$ cat src/rtl/apb_rr_arbiter.sv
// apb_rr_arbiter: shares one APB master port between two local requesters.
// A round-robin grant selects a requester. The block latches its descriptor
// and runs the SETUP/ACCESS sequence, which may include wait states. It then
// returns read data, the error flag and a one-cycle done pulse to that requester.
// Optional build macro APB_TIMEOUT_EN aborts an ACCESS phase after TO_CYCLES
// wait states and reports it as an error completion.
// Every output is a register. The bus registers also hold the latched descriptor.
module apb_rr_arbiter #(
  parameter int AW = 4,
  parameter int DW = 8
`ifdef APB_TIMEOUT_EN
  , parameter int TO_CYCLES = 16
`endif
) (
  input  logic          Pclk,
  input  logic          Presetn,
  // requester 0
  input  logic          req0,
  input  logic          wr0,
  input  logic [AW-1:0] addr0,
  input  logic [DW-1:0] wdata0,
  output logic          done0,
  output logic [DW-1:0] rdata0,
  output logic          err0,
  // requester 1
  input  logic          req1,
  input  logic          wr1,
  input  logic [AW-1:0] addr1,
  input  logic [DW-1:0] wdata1,
  output logic          done1,
  output logic [DW-1:0] rdata1,
  output logic          err1,
  // APB master port
  output logic          Psel,
  output logic          Penable,
  output logic [AW-1:0] Paddr,
  output logic          Pwrite,
  output logic [DW-1:0] PWdata,
  input  logic [DW-1:0] PRdata,
  input  logic          Pready,
  input  logic          Pslverr
);

  typedef enum logic [1:0] {IDLE, SETUP, ACCESS} state_t;

  state_t        state, state_n;
  logic          owner, owner_n;      // requester that owns the current transfer
  logic          last, last_n;        // requester served by the most recent grant
  logic          psel_n, penable_n, pwrite_n;
  logic [AW-1:0] paddr_n;
  logic [DW-1:0] pwdata_n;
  logic          done0_n, done1_n, err0_n, err1_n;
  logic [DW-1:0] rdata0_n, rdata1_n;

  logic          timeout;
  logic          complete;
  logic          elig0, elig1, win;

`ifdef APB_TIMEOUT_EN
  localparam int CW = $clog2(TO_CYCLES + 1);
  logic [CW-1:0] wait_cnt;

  // Count ACCESS cycles spent with Pready low; restart on every SETUP.
  always_ff @(posedge Pclk or negedge Presetn) begin
    if (!Presetn)
      wait_cnt <= '0;
    else if (state == SETUP)
      wait_cnt <= '0;
    else if (state == ACCESS && !Pready)
      wait_cnt <= wait_cnt + 1'b1;
  end

  // Abort on the edge that ends the TO_CYCLES-th wait state.
  assign timeout = (state == ACCESS) && !Pready && (wait_cnt == CW'(TO_CYCLES - 1));
`else
  assign timeout = 1'b0;
`endif

  assign complete = (state == ACCESS) && (Pready || timeout);

  // A requester sits out the edge that completes its own transfer and the
  // following done cycle, so a request held through done counts as a new one.
  assign elig0 = req0 && !done0 && !(complete && owner == 1'b0);
  assign elig1 = req1 && !done1 && !(complete && owner == 1'b1);

  // On a tie, grant the requester that was not served last.
  assign win = (elig0 && elig1) ? ~last : elig1;

  // Next-state, bus and requester-side values; grants happen from IDLE or on completion.
  always_comb begin
    // NOTE: every signal gets a default before the case so no path can infer a latch.
    state_n   = state;
    owner_n   = owner;
    last_n    = last;
    psel_n    = Psel;
    penable_n = Penable;
    paddr_n   = Paddr;
    pwrite_n  = Pwrite;
    pwdata_n  = PWdata;
    done0_n   = 1'b0;
    done1_n   = 1'b0;
    rdata0_n  = rdata0;
    rdata1_n  = rdata1;
    err0_n    = err0;
    err1_n    = err1;

    case (state)
      SETUP: begin
        state_n   = ACCESS;
        penable_n = 1'b1;
      end
      ACCESS: begin
        if (complete) begin
          if (owner == 1'b0) begin
            done0_n  = 1'b1;
            rdata0_n = (Pready && !Pwrite) ? PRdata : '0;
            err0_n   = Pready ? Pslverr : 1'b1;
          end else begin
            done1_n  = 1'b1;
            rdata1_n = (Pready && !Pwrite) ? PRdata : '0;
            err1_n   = Pready ? Pslverr : 1'b1;
          end
        end
      end
      default: ;
    endcase

    if (state == IDLE || complete) begin
      if (elig0 || elig1) begin
        state_n   = SETUP;
        owner_n   = win;
        last_n    = win;
        psel_n    = 1'b1;
        penable_n = 1'b0;
        paddr_n   = win ? addr1 : addr0;
        pwrite_n  = win ? wr1 : wr0;
        if (win)
          pwdata_n = wr1 ? wdata1 : '0;
        else
          pwdata_n = wr0 ? wdata0 : '0;
      end else begin
        state_n   = IDLE;
        psel_n    = 1'b0;
        penable_n = 1'b0;
        paddr_n   = '0;
        pwrite_n  = 1'b0;
        pwdata_n  = '0;
      end
    end
  end

  // Register state, pointer and all outputs; reset forces the bus idle at once.
  always_ff @(posedge Pclk or negedge Presetn) begin
    if (!Presetn) begin
      state   <= IDLE;
      owner   <= 1'b0;
      last    <= 1'b1;
      Psel    <= 1'b0;
      Penable <= 1'b0;
      Paddr   <= '0;
      Pwrite  <= 1'b0;
      PWdata  <= '0;
      done0   <= 1'b0;
      done1   <= 1'b0;
      rdata0  <= '0;
      rdata1  <= '0;
      err0    <= 1'b0;
      err1    <= 1'b0;
    end else begin
      // NOTE: non-blocking assignments so every register samples pre-edge values.
      state   <= state_n;
      owner   <= owner_n;
      last    <= last_n;
      Psel    <= psel_n;
      Penable <= penable_n;
      Paddr   <= paddr_n;
      Pwrite  <= pwrite_n;
      PWdata  <= pwdata_n;
      done0   <= done0_n;
      done1   <= done1_n;
      rdata0  <= rdata0_n;
      rdata1  <= rdata1_n;
      err0    <= err0_n;
      err1    <= err1_n;
    end
  end

endmodule

$ cat config.mk
export PLATFORM = sky130hd
export DESIGN_NAME = apb_rr_arbiter
export DESIGN_NICKNAME = d
export VERILOG_FILES = /design/src/rtl/apb_rr_arbiter.sv
export SDC_FILE = /design/constraint.sdc
export NUM_CORES = 1
export LEC_CHECK = 0
export ABC_AREA = 1
export CAP_MARGIN = 20
export CORE_MARGIN = 3
export CORE_UTILIZATION = 25
export DETAILED_ROUTE_END_ITERATION = 7
export HOLD_SLACK_MARGIN = 0.02
export SYNTH_ARGS = -nofsm -noshare
export SYNTH_HDL_FRONTEND = slang
export SYNTH_SLANG_ARGS = --single-unit
$ cat constraint.sdc
create_clock -name Pclk -period 1.4 [get_ports Pclk]
set_input_delay 0.35 -clock Pclk [delete_from_list [all_inputs] [get_ports Pclk]]
set_output_delay 0.35 -clock Pclk [all_outputs]
set_load 0.01 [all_outputs]
==> results of run 1 <==
[stage by stage]
stage / std cells / power [mW] / util (%) / hold slack (ns) / setup slack (ns)
after floorplan: 233 / 1.194 / - / 0.05441 / 0.1952
after global placement: 410 / 1.361 / 40.35 / 0.3328 / -0.3283
after detailed placement: 410 / 1.361 / 40.35 / 0.3433 / -0.3511
after CTS: 418 / 2.155 / 41.02 / 0.02152 / 0.005253
after global routing: 420 / 2.244 / 41.95 / 0.02676 / -0.0006113
final: 420 / 2.133 / 41.95 / 0.01739 / 0.04289
[flip-flops by register name (all words and copies together) (netlist names)]
register and count:
PWdata 8, rdata0 8, rdata1 8, Paddr 4, Penable 1, Psel 1, Pwrite 1, done0 1
done1 1, err0 1, err1 1, last 1, owner 1, state 1
[power groups by stage]
stage	sequential (mW)	clock [mW]	combinational (mW)
after floorplan	1.12	0	0.0753
after global placement	1.12	0	0.242
after detailed placement	1.12	0	0.242
after CTS	1.10	0.816	0.242
after global routing	1.10	0.871	0.276
final	1.10	0.787	0.249
[cell families (layout without fill, tap and decap cells)]
group | count (synthesis) | count (layout) | share of synthesized area, %
AO/OA/AOI/OAI | 4 | 4 | 1.954
AND/OR/NAND/NOR | 160 | 160 | 36.99
flip-flops | 38 | 38 | 53.11
buffers and inverters | 31 | 122 | 7.955
[repair_timing]
item / CTS / global route
buffers inserted: 0 / 1
cloned: 0 / 1
resized for setup: 36 / 10
setup endpoints to repair: 59 / 25
pin swaps: 0 / 6
[cell type report]
class / instances / area [sq um] / share of cell area (%)
multi-input cells: 164 / 718.2 / 24.92
repair buffers: 92 / 910.9 / 31.61
flip-flops and latches: 38 / 952.2 / 33.04
inverters: 22 / 88.84 / 3.083
well taps: 96 / 120.1 / 4.168
clock buffers: 7 / 86.33 / 2.996
clock inverters: 1 / 5.005 / 0.1737
[placed cells by master, fill, tap and decap left out, drive strengths merged, types with 2 or more instances in the layout]
master,count
clkinv,2
inv,20
clkbuf,8
nor2,11
buf,18
dlymetal6s2s,2
dfrtp,37
nand3b,4
nand3,22
o21ai,3
dlygate4sd2,36
clkdlybuf4s50,35
nand2,121
[layer usage]
metal	track usage, %	wire [um]	up-vias
met4	3.827	78	0
li1	-	-	894
met1	16.77	2340	808
met2	19.64	2439	29
met3	3.500	252	6
met5	0	0	-
[final timing paths]
check / from / endpoint / cells past startpoint
worst max-delay path: Penable$_DFFE_PN0P_ / Penable / 1
worst min-delay path: Presetn / rdata1[0]$_DFFE_PN0P_ / 2
worst max register to register: state[0]$_DFFE_PN0P_ / PWdata[6]$_DFFE_PN0N_ / 9
worst min register to register: rdata1[3]$_DFFE_PN0P_ / rdata1[3]$_DFFE_PN0P_ / 2
max in group asynchronous: Presetn / last$_DFFE_PN1P_ / 2
min in group Pclk: rdata1[3]$_DFFE_PN0P_ / rdata1[3]$_DFFE_PN0P_ / 2
==> summary.md, run 1 <==
| Metric | Value |
|---|---|
| Crit. End Element | `output port` |
| Initial DRT Pass Iterations | `4` |
| HP Class | `in -> async` |
| Top-count cell post-synth | `nand2_1` |
| Slowest-stage cell, CP | `dfrtp_1` |
| Post-Route WL | `5.110 mm` |
| CP Data Required Time | `1.05 ns` |
| Top cell type's share of synthesized area | `51.64%` |
| Worst slew pin tran | `0.3324 ns` |
| Largest cells by area after synthesis | `dfrtp_1, nand2_1, nand3_1` |
| CTS Hold Buffers Added | `0` |
| Die X | `90.69 um` |
| Net Count, Synth | `273` |
| Arrival time worst endpoint | `1.01 ns` |
| Global-route wire length before repair | `8.438 mm` |
| Layout cell share with drive strength beyond 1 | `12.35%` |
| All-Layer GR Usage | `12.54%` |
| Switch share | `23.08%` |
| CTS tree | `done` |
| Sw Pwr | `0.4923 mW` |
| Critical-path cell list | `dlygate4sd2_1` |
| Primary FF master, synth | `dfrtp_1` |
| CORE AREA | `6869 sq um` |
| Initial antenna violation count | `0` |
| Die height | `90.69 um` |
| Starting DRT DRC Count | `81` |
| Pint | `1.641 mW` |
| Highest clock rate | `0.7369 GHz` |
| Min Tclk post-route | `1.357 ns` |
| Drt wl/cell | `12.17 um` |
| Final Hold Viols | `0` |
| Clock buffer depth | `2` |
| DP Area | `2771 sq um` |
| Outcome | `completed` |
| Avg Inst Size Synth | `7.695 sq um` |
| Post-Layout Inst Area | `2882 sq um` |
| PD cells | `740.2 nW/um^2` |
| Rel. slew slack | `77.77%` |
| Filler cell count | `732` |
| Vias post-DR | `1737` |
| Detailed Place HPWL | `3.814 mm` |
| Layout net count | `363` |
| Synth top cells by count | `nand2_1, dfrtp_1, nand3_1, inv_1, nor2_1` |
| Vias/cell | `4.136` |
| Pins over their slew limit | `0` |
| Die area | `8224 sq um` |
| Antenna cells | `0` |
| Critical path's largest stage delay | `0.42 ns` |
| Initial Utilization | `26.10%` |
| Largest net degree at the start of global routing | `39` |
| GP Congestion | `0.7805` |
| Post-synth EDFFs | `0` |
| Sum of negative setup slack | `0 ns` |
| DRC viols | `0` |
| Port-buffer cells | `74` |
| Post-Synthesis Cells | `233` |
| Skew final | `0.006930 ns` |
| Synth area leader | `dfrtp_1` |
| Max-capacitance violation count | `0` |
| H-tree depth | `2` |
| I/O Pins | `75` |
| Worst-path maximum fanout | `4` |
| Num rows | `30` |
| R2r setup slk | `0.11 ns` |
| Area of the mapped netlist | `1793 sq um` |
| Synth cell types | `21` |
| WS Path Type | `reg -> out` |
| Period utilisation layout | `96.94%` |
| Routed Antenna Nets | `0` |
| Seq cells post-synth | `38` |
| Gate power share | `11.7%` |
| VDD IR-drop max | `0.2952 mV` |
| CP bufs+invs | `1` |
| Number of global-route vias before repair | `1639` |
| Sequential share of power | `51.4%` |
| Clock power share | `36.9%` |
| # clock sinks | `38` |
| Ys Warns | `0` |
| Startpoint types | `flip-flop` |
| Clock root buffer | `clkbuf_8` |
| Seq/Total Area, Yosys | `53.11%` |
| Reg clk slew, reported paths | `0.07 ns` |
| Leakage | `1.670 nW` |
| Crit path max-delay family | `flip-flops` |
| Skew-Pair Late Insertion Delay | `0.29 ns` |
| CTS Buf Count | `5` |
| Finish-stage setup viols | `0` |
| Total gr overflow | `0` |
| Asr flop ratio synth | `100.0%` |
| Layout area overhead | `60.71%` |
Power figures use the tool's default switching activity.
==> run 2: changes to the inputs <==
CTS_BUF_LIST = sky130_fd_sc_hd__clkbuf_4 sky130_fd_sc_hd__clkbuf_8   (was not set)
==> run 2 against run 1 <==
Worst setup slack is essentially flat. Sequential power is essentially flat. Via count shrank 0.23%. Clock-buffer cell count is the same. Maximum frequency is essentially flat.
==> summary.md, run 2 (synthesis gave the netlist of run 1 again) <==
| Metric | Value |
|---|---|
| Final Hold Viols | `0 (unchanged)` |
| DP Area | `2771 sq um (unchanged)` |
| Layout net count | `363 (unchanged)` |
| Number of global-route vias before repair | `1639 (unchanged)` |
| WS Path Type | `reg -> out (unchanged)` |
| Die height | `90.69 um (unchanged)` |
| Initial Utilization | `26.10% (unchanged)` |
| All-Layer GR Usage | `12.54% (unchanged)` |
| Initial DRT Pass Iterations | `6 (was 4)` |
| Pins over their slew limit | `0 (unchanged)` |
| VDD IR-drop max | `0.2952 mV (about the same)` |
| Clock root buffer | `clkbuf_8 (unchanged)` |
| Clock buffer depth | `2 (unchanged)` |
| Crit path max-delay family | `flip-flops (unchanged)` |
| CORE AREA | `6869 sq um (unchanged)` |
| WP depth | `1 (unchanged)` |
| Drt wl/cell | `12.17 um (about the same)` |
| Largest net degree at the start of global routing | `39 (unchanged)` |
| Num rows | `30 (unchanged)` |
| H-tree depth | `2 (unchanged)` |
| Vias/cell | `4.126 (was 4.136)` |
| Initial antenna violation count | `0 (unchanged)` |
| CTS Buf Count | `5 (unchanged)` |
| I/O Pins | `75 (unchanged)` |
| CP bufs+invs | `1 (unchanged)` |
| Reg clk slew, reported paths | `0.07 ns (about the same)` |
| Vias post-DR | `1733 (was 1737)` |
| Startpoint types | `flip-flop (unchanged)` |
| Leakage | `1.673 nW (was 1.670 nW)` |
| Antenna cells | `0 (unchanged)` |
| HP Class | `in -> async (unchanged)` |
| Critical-path cell list | `dlygate4sd2_1 (unchanged)` |
| Highest clock rate | `0.7368 GHz (was 0.7369 GHz)` |
| Period utilisation layout | `96.94% (about the same)` |
| Most frequent cells in the layout | `nand2_1, dfrtp_1, dlygate4sd2_1 (unchanged)` |
| Skew-Pair Late Insertion Delay | `0.29 ns (about the same)` |
| Crit. End Element | `output port (unchanged)` |
| Hold Slack | `0.01734 ns (was 0.01739 ns)` |
| Starting DRT DRC Count | `78 (was 81)` |
| Biggest regs | `PWdata x8, rdata0 x8, rdata1 x8 (unchanged)` |
| Layout area overhead | `60.92% (was 60.71%)` |
| Worst reg2reg path depth | `9 (unchanged)` |
| Detailed Place HPWL | `3.814 mm (unchanged)` |
| Slowest-stage cell, CP | `dfrtp_1 (unchanged)` |
| Global-route wire length before repair | `8.438 mm (unchanged)` |
| Die X | `90.69 um (unchanged)` |
| Layout cell share with drive strength beyond 1 | `12.65% (was 12.35%)` |
| Final worst slack | `0.04284 ns (was 0.04289 ns)` |
| Final design utilization | `42.00% (was 41.95%)` |
| Worst slew pin tran | `0.3320 ns (was 0.3324 ns)` |
| Arrival time worst endpoint | `1.01 ns (about the same)` |
| Rel. slew slack | `77.80% (was 77.77%)` |
| # clock sinks | `38 (unchanged)` |
| Post-route non-filler standard cell count | `420 (unchanged)` |
| Sum of negative setup slack | `0 ns (unchanged)` |
| Max-capacitance violation count | `0 (unchanged)` |
| Port-buffer cells | `74 (unchanged)` |
| Die area | `8224 sq um (unchanged)` |
| Worst-path maximum fanout | `4 (unchanged)` |
| Cell Count Post-Placement | `410 (unchanged)` |
| CTS tree | `done (unchanged)` |
| Min Tclk post-route | `1.357 ns (about the same)` |
| Skew final | `0.005846 ns (was 0.006930 ns)` |
| CP Data Required Time | `1.05 ns (about the same)` |
| Most common cell after layout, fill and taps aside | `nand2_1 (unchanged)` |
| Post-Layout Inst Area | `2885 sq um (was 2882 sq um)` |
| Critical path's largest stage delay | `0.42 ns (about the same)` |
| Routed Antenna Nets | `0 (unchanged)` |
| PD cells | `745.4 nW/um^2 (was 740.2 nW/um^2)` |
| CTS Hold Buffers Added | `0 (unchanged)` |
| Place WS | `-0.3511 ns (unchanged)` |
| Total Power | `2.151 mW (was 2.133 mW)` |
| DRC viols | `0 (unchanged)` |
| Finish-stage setup viols | `0 (unchanged)` |
| Total gr overflow | `0 (unchanged)` |
| Outcome | `completed (unchanged)` |
| Post-Route WL | `5.111 mm (was 5.110 mm)` |
| GP Congestion | `0.7805 (unchanged)` |
run 2: final timing paths:
kind,from,end,slack [ns]
max in group asynchronous,Presetn,last$_DFFE_PN1P_,1.13
max reg2reg,state[0]$_DFFE_PN0P_,PWdata[4]$_DFFE_PN0N_,0.10
max,Penable$_DFFE_PN0P_,Penable,0.04
min in group Pclk,rdata1[3]$_DFFE_PN0P_,rdata1[3]$_DFFE_PN0P_,0.48
min reg2reg,rdata1[3]$_DFFE_PN0P_,rdata1[3]$_DFFE_PN0P_,0.48
min,Presetn,rdata1[0]$_DFFE_PN0P_,0.02
run 2: timing repair:
action                                 CTS  global route
gates cloned                             0             1
setup buffers                            0             1
pin swaps                                0             6
resized for setup                       36            10
endpoints found under the hold margin    0             0
setup endpoints to repair               59            25
run 2: per-layer routing:
| layer | wire [um] | share of wire (%) | global-route usage (%) |
|---|---|---|---|
| met1 | 2337 | 46 | 16.77 |
| met2 | 2438 | 48 | 19.64 |
| met3 | 257 | 5.0 | 3.500 |
| met4 | 78 | 1.5 | 3.827 |
| met5 | 0 | 0 | 0 |
run 2: power breakdown:
| part | internal (mW) | switching (mW) |
|---|---|---|
| Clock | 0.417 | 0.388 |
| Sequential | 1.10 | 0 |
| Combinational | 0.146 | 0.103 |
run 2: cell type report:
class / instances / area [sq um]
fillers: 730 / 3984
well taps: 96 / 120.1
inverters: 22 / 88.84
multi-input cells: 164 / 718.2
flip-flops and latches: 38 / 952.2
repair buffers: 92 / 910.9
clock inverters: 1 / 5.005
clock buffers: 7 / 90.09
run 2: worst register-to-register path, stage by stage (launching register included):
cell       delay (ns)
dfrtp_1          0.40
inv_2            0.07
nand4_1          0.12
nand2_2          0.16
inv_4            0.06
nand2_4          0.09
clkbuf_16        0.15
nand2_1          0.05
nand3_1          0.06
nand2_1          0.05
==> run 3: changes to the inputs <==
CORE_UTILIZATION = 44   (was 25)
PLACE_DENSITY = 0.82   (was not set)
==> run 3 against run 2 <==
Via count up 3.2%. Utilization up 32 points. Non-clock buffer count up 1. Flip-flop and latch count unchanged. Clock-buffer cell count unchanged. Worst setup slack better by 0.0011 ns. Clock power about the same. Wire length down 5.6%. Largest cell class unchanged. Highest routed layer unchanged.
==> summary.md, run 3 (synthesis gave the netlist of run 1 again) <==
| Metric | Value |
|---|---|
| Biggest regs | `PWdata x8, rdata0 x8, rdata1 x8 (unchanged)` |
| Critical path's largest stage delay | `0.42 ns (about the same)` |
| Clock power share | `37.3% (was 37.4%)` |
| RSZ-0062 raised after global routing | `true` |
| Finish-stage setup viols | `0 (unchanged)` |
| CTS Buf Count | `5 (unchanged)` |
| HP Class | `in -> async (unchanged)` |
| Layout cell share with drive strength beyond 1 | `12.00% (was 12.65%)` |
| Total Power | `2.157 mW (was 2.151 mW)` |
| Rel. slew slack | `80.38% (was 77.80%)` |
| Final Hold Viols | `0 (unchanged)` |
| Switch share | `22.79% (was 22.82%)` |
| Hold Slack | `0.4670 ns (was 0.01734 ns)` |
| Drt wl/cell | `12.94 um (was 12.17 um)` |
| WS Path Type | `reg -> out (unchanged)` |
| # clock sinks | `38 (unchanged)` |
| Post-Route WL | `4.826 mm (was 5.111 mm)` |
| Cell Count Post-Placement | `362 (was 410)` |
| Sw Pwr | `0.4917 mW (was 0.4909 mW)` |
| Number of global-route vias before repair | `1767 (was 1639)` |
| Sum of negative setup slack | `0 ns (unchanged)` |
| Register area | `952.2 sq um (unchanged)` |
| Vias post-DR | `1789 (was 1733)` |
| All-Layer GR Usage | `21.85% (was 12.54%)` |
| CP bufs+invs | `1 (unchanged)` |
| Initial DRT Pass Iterations | `4 (was 6)` |
| Routed Antenna Nets | `0 (unchanged)` |
| Global-route wire length before repair | `8.390 mm (was 8.438 mm)` |
| Layout area overhead | `56.66% (was 60.92%)` |
| Crit. End Element | `output port (unchanged)` |
| Vias/cell | `4.796 (was 4.126)` |
| H-tree depth | `2 (unchanged)` |
| Max-capacitance violation count | `0 (unchanged)` |
| Most common cell after layout, fill and taps aside | `nand2_1 (unchanged)` |
| Die area | `4877 sq um (was 8224 sq um)` |
| Initial Utilization | `47.20% (was 26.10%)` |
| Reg clk slew, reported paths | `0.07 ns (about the same)` |
| Pint | `1.666 mW (was 1.660 mW)` |
| Layout net count | `364 (was 363)` |
| Antenna cells | `0 (unchanged)` |
| Starting DRT DRC Count | `141 (was 78)` |
| Initial antenna violation count | `0 (unchanged)` |
| Sequential share of power | `50.9% (was 51.0%)` |
| Pins over their slew limit | `0 (unchanged)` |
| Most frequent cells in the layout | `nand2_1, dfrtp_1, clkdlybuf4s50_1, dlygate4sd2_1, nand3_1 (was nand2_1, dfrtp_1, dlygate4sd2_1)` |
| Leakage | `1.665 nW (was 1.673 nW)` |
| CTS tree | `done (unchanged)` |
| Outcome | `completed (unchanged)` |
| CORE AREA | `3799 sq um (was 6869 sq um)` |
| Die height | `69.84 um (was 90.69 um)` |
| Total gr overflow | `0 (unchanged)` |
| Clock root buffer | `clkbuf_8 (unchanged)` |
| Min Tclk post-route | `1.356 ns (was 1.357 ns)` |
| Clock buffer depth | `2 (unchanged)` |
| VDD IR-drop max | `0.6380 mV (was 0.2952 mV)` |
| CP Data Required Time | `1.05 ns (about the same)` |
| Highest clock rate | `0.7374 GHz (was 0.7368 GHz)` |
| Detailed Place HPWL | `3.710 mm (was 3.814 mm)` |
| Post-route non-filler standard cell count | `373 (was 420)` |
| Startpoint types | `flip-flop (unchanged)` |
| Critical-path cell list | `dlygate4sd2_1 (unchanged)` |
| Num rows | `22 (was 30)` |
| Slowest-stage cell, CP | `dfrtp_1 (unchanged)` |
| Arrival time worst endpoint | `1.01 ns (about the same)` |
| Worst-path maximum fanout | `4 (unchanged)` |
| DRC viols | `0 (unchanged)` |
| Crit path max-delay family | `flip-flops (unchanged)` |
| Gate power share | `11.9% (was 11.6%)` |
| Largest net degree at the start of global routing | `28 (was 39)` |
| I/O Pins | `75 (unchanged)` |
| Skew-Pair Late Insertion Delay | `0.30 ns (was 0.29 ns)` |
| Skew final | `0.006838 ns (was 0.005846 ns)` |
| GP Congestion | `0.8259 (was 0.7805)` |
| PD cells | `768.0 nW/um^2 (was 745.4 nW/um^2)` |
| Worst slew pin tran | `0.2943 ns (was 0.3320 ns)` |
| Port-buffer cells | `74 (unchanged)` |
| Die X | `69.84 um (was 90.69 um)` |
| Area of the multi-input gates | `715.7 sq um (was 718.2 sq um)` |
| Period utilisation layout | `96.86% (was 96.94%)` |
| Filler cell count | `300 (was 730)` |
[run 3: changes by cell type in the layout (fill, tap and decap cells not counted)]
cell	previous run	this run
buf_12	5	3
buf_6	0	2
clkdlybuf4s50_1	35	36
clkinv_1	1	2
clkinvlp_4	1	0
dlygate4sd3_1	0	1
dlymetal6s2s_1	2	1
nand2_1	117	118
nand2_2	3	2
nand3_2	0	1
nand3_4	1	0
o21ai_2	1	0
o21ai_4	0	1
[run 3: worst paths after layout]
path,slack [ns],end,cells past startpoint,from
max,0.04,Penable,1,Penable$_DFFE_PN0P_
min,0.47,rdata1[4]$_DFFE_PN0P_,2,Presetn
max reg2reg,0.09,rdata1[2]$_DFFE_PN0P_,5,Penable$_DFFE_PN0P_
min reg2reg,0.47,last$_DFFE_PN1P_,2,last$_DFFE_PN1P_
max in group asynchronous,0.50,PWdata[0]$_DFFE_PN0N_,3,Presetn
min in group Pclk,0.47,last$_DFFE_PN1P_,2,last$_DFFE_PN1P_
[run 3: final cells by class]
class / count / area share, %
clock buffers: 7 / 3.207
flip-flops and latches: 38 / 33.90
well taps: 48 / 2.138
repair buffers: 93 / 32.07
clock inverters: 1 / 0.1782
multi-input cells: 164 / 25.48
inverters: 22 / 3.029
[run 3: power groups by stage]
stage	Clock [mW]	Combinational (mW)	Sequential, mW
global route	0.883	0.283	1.10
CTS	0.828	0.248	1.10
floorplan	0	0.0753	1.12
global placement	0	0.242	1.12
detailed placement	0	0.246	1.12
finish	0.804	0.257	1.10
[run 3: layer usage]
layer	vias up	global-route usage [%]	share of wire [%]
li1	893	-	-
met1	829	27.55	44
met2	55	35.05	48
met3	12	6.377	5.8
met4	0	8.936	2.6
met5	-	0	0
[run 3: what timing repair did]
action,4_1_cts,5_1_grt
buffers inserted,0,1
endpoints found under the hold margin,10,0
endpoints found under the setup margin,47,19
pin swaps,2,4
gates cloned,0,1
hold buffers,1,0
gates resized for setup,38,7
[run 3: metrics by stage]
stage,utilization [%],setup slack (ns),cell area (sq um)
3_3_place_gp,70.72,-0.3189,2686
2_1_floorplan,-,0.1952,1793
3_5_place_dp,70.72,-0.3457,2686
5_1_grt,73.95,-0.006897,2809
4_1_cts,72.56,0.01005,2756
6_report,73.95,0.04395,2809
